### src/rtl/rf_write_arbiter_if.sv
// Requester/register-file bundle for rf_write_arbiter.
// The slave modport is the arbiter side.
interface rf_write_arbiter_if #(
    parameter int unsigned DATA_W = 32,
    parameter int unsigned ADDR_W = 5
);
    logic              clr_req;
    logic              a_valid;
    logic [ADDR_W-1:0] a_rd;
    logic [DATA_W-1:0] a_data;
    logic              a_ready;
    logic              b_valid;
    logic [ADDR_W-1:0] b_rd;
    logic [DATA_W-1:0] b_data;
    logic              b_ready;
    logic              rf_we;
    logic [ADDR_W-1:0] rf_rd;
    logic [DATA_W-1:0] rf_data;
    logic              clear_done;

    modport master (
        output clr_req, a_valid, a_rd, a_data, b_valid, b_rd, b_data,
        input  a_ready, b_ready, rf_we, rf_rd, rf_data, clear_done
    );

    modport slave (
        input  clr_req, a_valid, a_rd, a_data, b_valid, b_rd, b_data,
        output a_ready, b_ready, rf_we, rf_rd, rf_data, clear_done
    );
endinterface

### src/rtl/rf_write_arbiter.sv
// Two-requester round-robin register-file write arbiter.
// Sweeps registers 1..NREGS-1 to zero after reset or on a clear request.
module rf_write_arbiter #(
    parameter int unsigned DATA_W = 32,
    parameter int unsigned ADDR_W = 5,
    parameter int unsigned NREGS  = 32
) (
    input logic             i_clk,
    input logic             i_rst,
    rf_write_arbiter_if.slave bus
);
    localparam logic [ADDR_W-1:0] LastReg = ADDR_W'(NREGS - 1);

    typedef enum logic {StClear, StRun} state_e;

    state_e            r_state;
    logic [ADDR_W-1:0] r_cnt;
    logic              r_last_b;
    logic              r_rf_we;
    logic [ADDR_W-1:0] r_rf_rd;
    logic [DATA_W-1:0] r_rf_data;
    logic              r_clear_done;

    logic              w_run_ok;
    logic              w_grant_a;
    logic              w_grant_b;
    logic [ADDR_W-1:0] w_sel_rd;
    logic [DATA_W-1:0] w_sel_data;

    // On a tie, A wins only when B held the last grant.
    always_comb begin
        w_run_ok   = (r_state == StRun) && !bus.clr_req;
        w_grant_a  = w_run_ok && bus.a_valid && (!bus.b_valid || r_last_b);
        w_grant_b  = w_run_ok && bus.b_valid && !w_grant_a;
        w_sel_rd   = w_grant_a ? bus.a_rd : bus.b_rd;
        w_sel_data = w_grant_a ? bus.a_data : bus.b_data;
    end

    assign bus.a_ready    = w_grant_a;
    assign bus.b_ready    = w_grant_b;
    assign bus.rf_we      = r_rf_we;
    assign bus.rf_rd      = r_rf_rd;
    assign bus.rf_data    = r_rf_data;
    assign bus.clear_done = r_clear_done;

    always_ff @(posedge i_clk or negedge i_rst) begin
        if (!i_rst) begin
            r_state      <= StClear;
            r_cnt        <= ADDR_W'(1);
            r_last_b     <= 1'b1;
            r_rf_we      <= 1'b0;
            r_rf_rd      <= '0;
            r_rf_data    <= '0;
            r_clear_done <= 1'b0;
        end else begin
            r_clear_done <= (r_state == StRun);
            case (r_state)
                StClear: begin
                    r_rf_we   <= 1'b1;
                    r_rf_rd   <= r_cnt;
                    r_rf_data <= '0;
                    // Counter parks at the last register rather than wrapping.
                    if (r_cnt == LastReg) begin
                        r_state <= StRun;
                    end else begin
                        r_cnt <= r_cnt + 1'b1;
                    end
                end
                StRun: begin
                    if (bus.clr_req) begin
                        r_state  <= StClear;
                        r_cnt    <= ADDR_W'(1);
                        r_last_b <= 1'b1;
                        r_rf_we  <= 1'b0;
                    end else if (w_grant_a || w_grant_b) begin
                        // Writes to the zero register are swallowed.
                        r_rf_we   <= (w_sel_rd != '0);
                        r_rf_rd   <= w_sel_rd;
                        r_rf_data <= w_sel_data;
                        r_last_b  <= w_grant_b;
                    end else begin
                        r_rf_we <= 1'b0;
                    end
                end
                default: begin
                    r_state <= StClear;
                end
            endcase
        end
    end
endmodule

### src/flat_wrapper.sv
// flat-port wrapper written by rule: the top's interface ports become plain ports
module rf_write_arbiter_flat 
#(
    parameter int unsigned DATA_W = 32,
    parameter int unsigned ADDR_W = 5,
    parameter int unsigned NREGS  = 32
)
  (i_clk, i_rst, bus_clr_req, bus_a_valid, bus_a_rd, bus_a_data, bus_b_valid, bus_b_rd, bus_b_data, bus_a_ready, bus_b_ready, bus_rf_we, bus_rf_rd, bus_rf_data, bus_clear_done);
  rf_write_arbiter_if #(.DATA_W(DATA_W), .ADDR_W(ADDR_W)) bus_i ();
  input logic i_clk;
  input logic i_rst;
  input wire logic [$bits(bus_i.clr_req)-1:0] bus_clr_req;
  input wire logic [$bits(bus_i.a_valid)-1:0] bus_a_valid;
  input wire logic [$bits(bus_i.a_rd)-1:0] bus_a_rd;
  input wire logic [$bits(bus_i.a_data)-1:0] bus_a_data;
  input wire logic [$bits(bus_i.b_valid)-1:0] bus_b_valid;
  input wire logic [$bits(bus_i.b_rd)-1:0] bus_b_rd;
  input wire logic [$bits(bus_i.b_data)-1:0] bus_b_data;
  output wire logic [$bits(bus_i.a_ready)-1:0] bus_a_ready;
  output wire logic [$bits(bus_i.b_ready)-1:0] bus_b_ready;
  output wire logic [$bits(bus_i.rf_we)-1:0] bus_rf_we;
  output wire logic [$bits(bus_i.rf_rd)-1:0] bus_rf_rd;
  output wire logic [$bits(bus_i.rf_data)-1:0] bus_rf_data;
  output wire logic [$bits(bus_i.clear_done)-1:0] bus_clear_done;
  assign bus_i.clr_req = bus_clr_req;
  assign bus_i.a_valid = bus_a_valid;
  assign bus_i.a_rd = bus_a_rd;
  assign bus_i.a_data = bus_a_data;
  assign bus_i.b_valid = bus_b_valid;
  assign bus_i.b_rd = bus_b_rd;
  assign bus_i.b_data = bus_b_data;
  assign bus_a_ready = bus_i.a_ready;
  assign bus_b_ready = bus_i.b_ready;
  assign bus_rf_we = bus_i.rf_we;
  assign bus_rf_rd = bus_i.rf_rd;
  assign bus_rf_data = bus_i.rf_data;
  assign bus_clear_done = bus_i.clear_done;
  rf_write_arbiter #(.DATA_W(DATA_W), .ADDR_W(ADDR_W), .NREGS(NREGS)) u_core (.i_clk(i_clk), .i_rst(i_rst), .bus(bus_i));
endmodule
### config.mk
export PLATFORM = sky130hd
export DESIGN_NAME = rf_write_arbiter_flat
export DESIGN_NICKNAME = d
export VERILOG_FILES = /design/src/rtl/rf_write_arbiter_if.sv /design/src/rtl/rf_write_arbiter.sv /design/src/flat_wrapper.sv
export SDC_FILE = /design/constraint.sdc
export NUM_CORES = 1
export LEC_CHECK = 0
export ABC_AREA = 1
export BUFFER_PORTS_ARGS = -buffer_cell sky130_fd_sc_hd__buf_2
export CAP_MARGIN = 20
export CORE_AREA = 2 2 74 76
export CTS_CLUSTER_DIAMETER = 120
export DETAILED_ROUTE_END_ITERATION = 8
export DIE_AREA = 0 0 76 78
export PLACE_DENSITY = 0.79
export SYNTH_ARGS = -nofsm -noshare
export SYNTH_HDL_FRONTEND = slang
export SYNTH_SLANG_ARGS = --single-unit
export TNS_END_PERCENT = 30
### constraint.sdc
create_clock -name i_clk -period 1.8 [get_ports i_clk]
set_clock_uncertainty 0.15 [all_clocks]
set_input_delay 0.27 -clock i_clk [delete_from_list [all_inputs] [get_ports i_clk]]
set_output_delay 0.27 -clock i_clk [all_outputs]
set_load 0.01 [all_outputs]
==> results.cfg <==
[grt]
grt_max_degree = 48
grt_overflow = 0
grt_pass1_vias = 2321
grt_use_total_pct = 22.1
grt_pass1_wl_mm = 10.5
antenna_found_initial = 0

[route]
drc = 0
wire_per_inst_um = 13.5
vias = 2344
vias_per_cell = 5.00
ant_nets = 0
finalWirelength_mm = 6.35
drt_iter0_markers = 141
dr.pass1.iters = 4

[place]
routabilityCongestion = 0.854
dp_cells = 451
dp_slack_ps = 65.1
numPortBuffers = 119
placed_area_mm2 = 0.00295
hpwl_mm = 4.51

[floorplanning]
core_mm2 = 0.00504
num_rows = 26
io_pins = 120
die_area_mm2 = 0.00593
die-height_um = 78
initial_core_util_pct = 44.6
die_x_um = 76

[critical_path]
regToRegEndpoint = u_core.r_cnt[3]
worst-path-max-fanout = 4
setup.worst_path.start_class = flop
path_class = reg2out
cp.arrival_ps = 1300
critPathLaunch = u_core.r_last_b
reg2reg_slack_ps = 80
reg2reg_from = u_core.r_cnt[0]
required_ps = 1380
crit_path_end_kind = output pin
reg2reg_depth = 10

[final_layout]
stdcell_area_mm2 = 0.00317
syn2layout_area_growth_pct = 41.1
drive_gt1_share_pct = 40.9
n_antenna_cell = 0
utilization_pct = 62.9
final_cells = 469
layout.nets = 479

[timing]
worst_slack_ps = 78.6
hold_viol_final = 0
finalSetupViolations = 0
whs_ps = 82.6
tns_ps = 0
tightest_slew_ps = 513
rsz0062_at_grt = true
fmax_mhz = 581
period_share_pct = 95.6
slew_headroom_pct = 65.8
slew_violations = 0
period_needed_ps = 1720

[synthesis]
synth_xor_area_share_pct = 0
synthCells = 269
synth-simple-area-share_pct = 22.8
synth_top_family_by_area = simple AND/OR/NAND/NOR gates
synth_warnings = 0
muxShareOfSynthArea_pct = 0
ys_seq_area_share_pct = 51.3
ys_async_sr_fraction_pct = 100
synthFlopType = dfrtp_1
postSynthNetCount = 350
ys_seq_elements = 46
synth_compound_gate_area_share_pct = 18.0
synth.largest_area_cell = dfrtp_1
synth_edf_count = 0
synth_top_area_share_pct = 49.0
synth_fa_ha_area_share_pct = 1.11
synthTopCellsByArea = dfrtp_1 49%, o21ai_1 12%, nand3_1 8.5%
syn_area_mm2 = 0.00225
syn_area_per_cell_um2 = 8.36
ys_types = 23

[power]
power.leakage_nw = 1.68
ir_worst_vdd_mv = 0.621
p_per_area_mw_per_mm2 = 1110
p_total_mw = 3.53

[clock_tree]
clock_latency_ps = 290
ctsLongestPathBuffers = 2
cts-root-buf = clkbuf_8
cts_sinks = 46
cts_buffers = 5
cts_tree = yes
clk_pin_slew_worst_paths_ps = 80
h-tree-depth = 2

[min_path]
min_path_cells = 3
hold_end = u_core.bus.rf_data[16]
min_path_type = in2reg
min-delay-start = bus_a_data[16]

[status]
outcome = finished clean

[job]
maxCapViolCount = 0
-- kinds of logic (layout without fill, tap and decap cells) --
logic type,Yosys count,in the layout
flip-flops,46,46
buffers and inverters,32,162
AO/OA/AOI/OAI,78,78
adder cells (fa/ha/maj),2,2
AND/OR/NAND/NOR,111,111
-- worst max-delay path: stages, from the launching register on --
cell      delay (ps)
dfstp_2          530
inv_2             40
nand2_4           80
nand3_4          120
clkinv_8          70
nor2_1            30
buf_2            130
-- area by class of cell --
cell class                      instances  area, µm²
Clock buffer                            7       76.3
Clock inverter                          1       30.0
Fill cell                             459       1870
Inverter                               13       62.6
Multi-Input combinational cell        191        975
Sequential cell                        46       1150
Tap cell                               70       87.6
Timing Repair Buffer                  141        788
-- synthesized netlist by cell type, drive strengths merged (3+ instances only) --
master / instances
o21ai: 71
dfrtp: 44
nor2: 42
nand3: 39
nand2: 24
buf: 16
inv: 11
nand4: 6
o211ai: 4
clkbuf: 3
-- sequential cells by signal, summed over array words and instances (netlist names) --
register,count
u_core.bus.clear_done,1
u_core.bus.rf_data,32
u_core.bus.rf_we,1
u_core.r_last_b,1
u_core.r_cnt,5
u_core.r_state,1
u_core.bus.rf_rd,5
-- how the worst max path moves through the flow --
stage                     depth (start not counted)               to
after detailed placement                         10  u_core.r_cnt[3]
after global placement                           10  u_core.r_cnt[3]
after global routing                             10  u_core.r_cnt[3]
after CTS                                         6      bus_b_ready
after floorplan                                  10  u_core.r_cnt[3]
final                                             6      bus_b_ready
-- power breakdown --
part	switching (mW)	total (mW)	internal, mW
combinational	0.796	1.36	0.565
sequential	0.140	1.41	1.27
clock	0.336	0.752	0.416
total	1.27	3.53	2.25
-- cell usage in the layout, fill, tap and decap left out, types with 6 or more instances in the layout --
cell type / synthesis / routed
buf_2: 9 / 119
o21ai_1: 53 / 54
dfrtp_1: 44 / 44
nor2_1: 41 / 39
nand3_1: 38 / 38
nand2_1: 23 / 20
buf_4: 5 / 19
o21ai_0: 17 / 16
inv_1: 10 / 9
nand4_1: 6 / 6
-- repair_timing --
item                       in CTS  in global routing
setup endpoints to repair       2                  6
resized for setup               3                 10
hold endpoints to repair       19                  0
hold buffers                    1                  0
setup buffers                   2                  7
pin swaps                       0                  7
-- routing by layer --
metal / track usage [%] / wire (µm) / vias up / part of all wire [%]
met5: 0 / 0 / - / 0
met4: 8.55 / 96 / 0 / 1.5
met3: 5.70 / 422 / 8 / 6.6
met2: 38.8 / 3200 / 84 / 50
met1: 26.1 / 2630 / 1076 / 41
li1: - / - / 1176 / -
No activity file was read; power rests on OpenSTA's default activity.
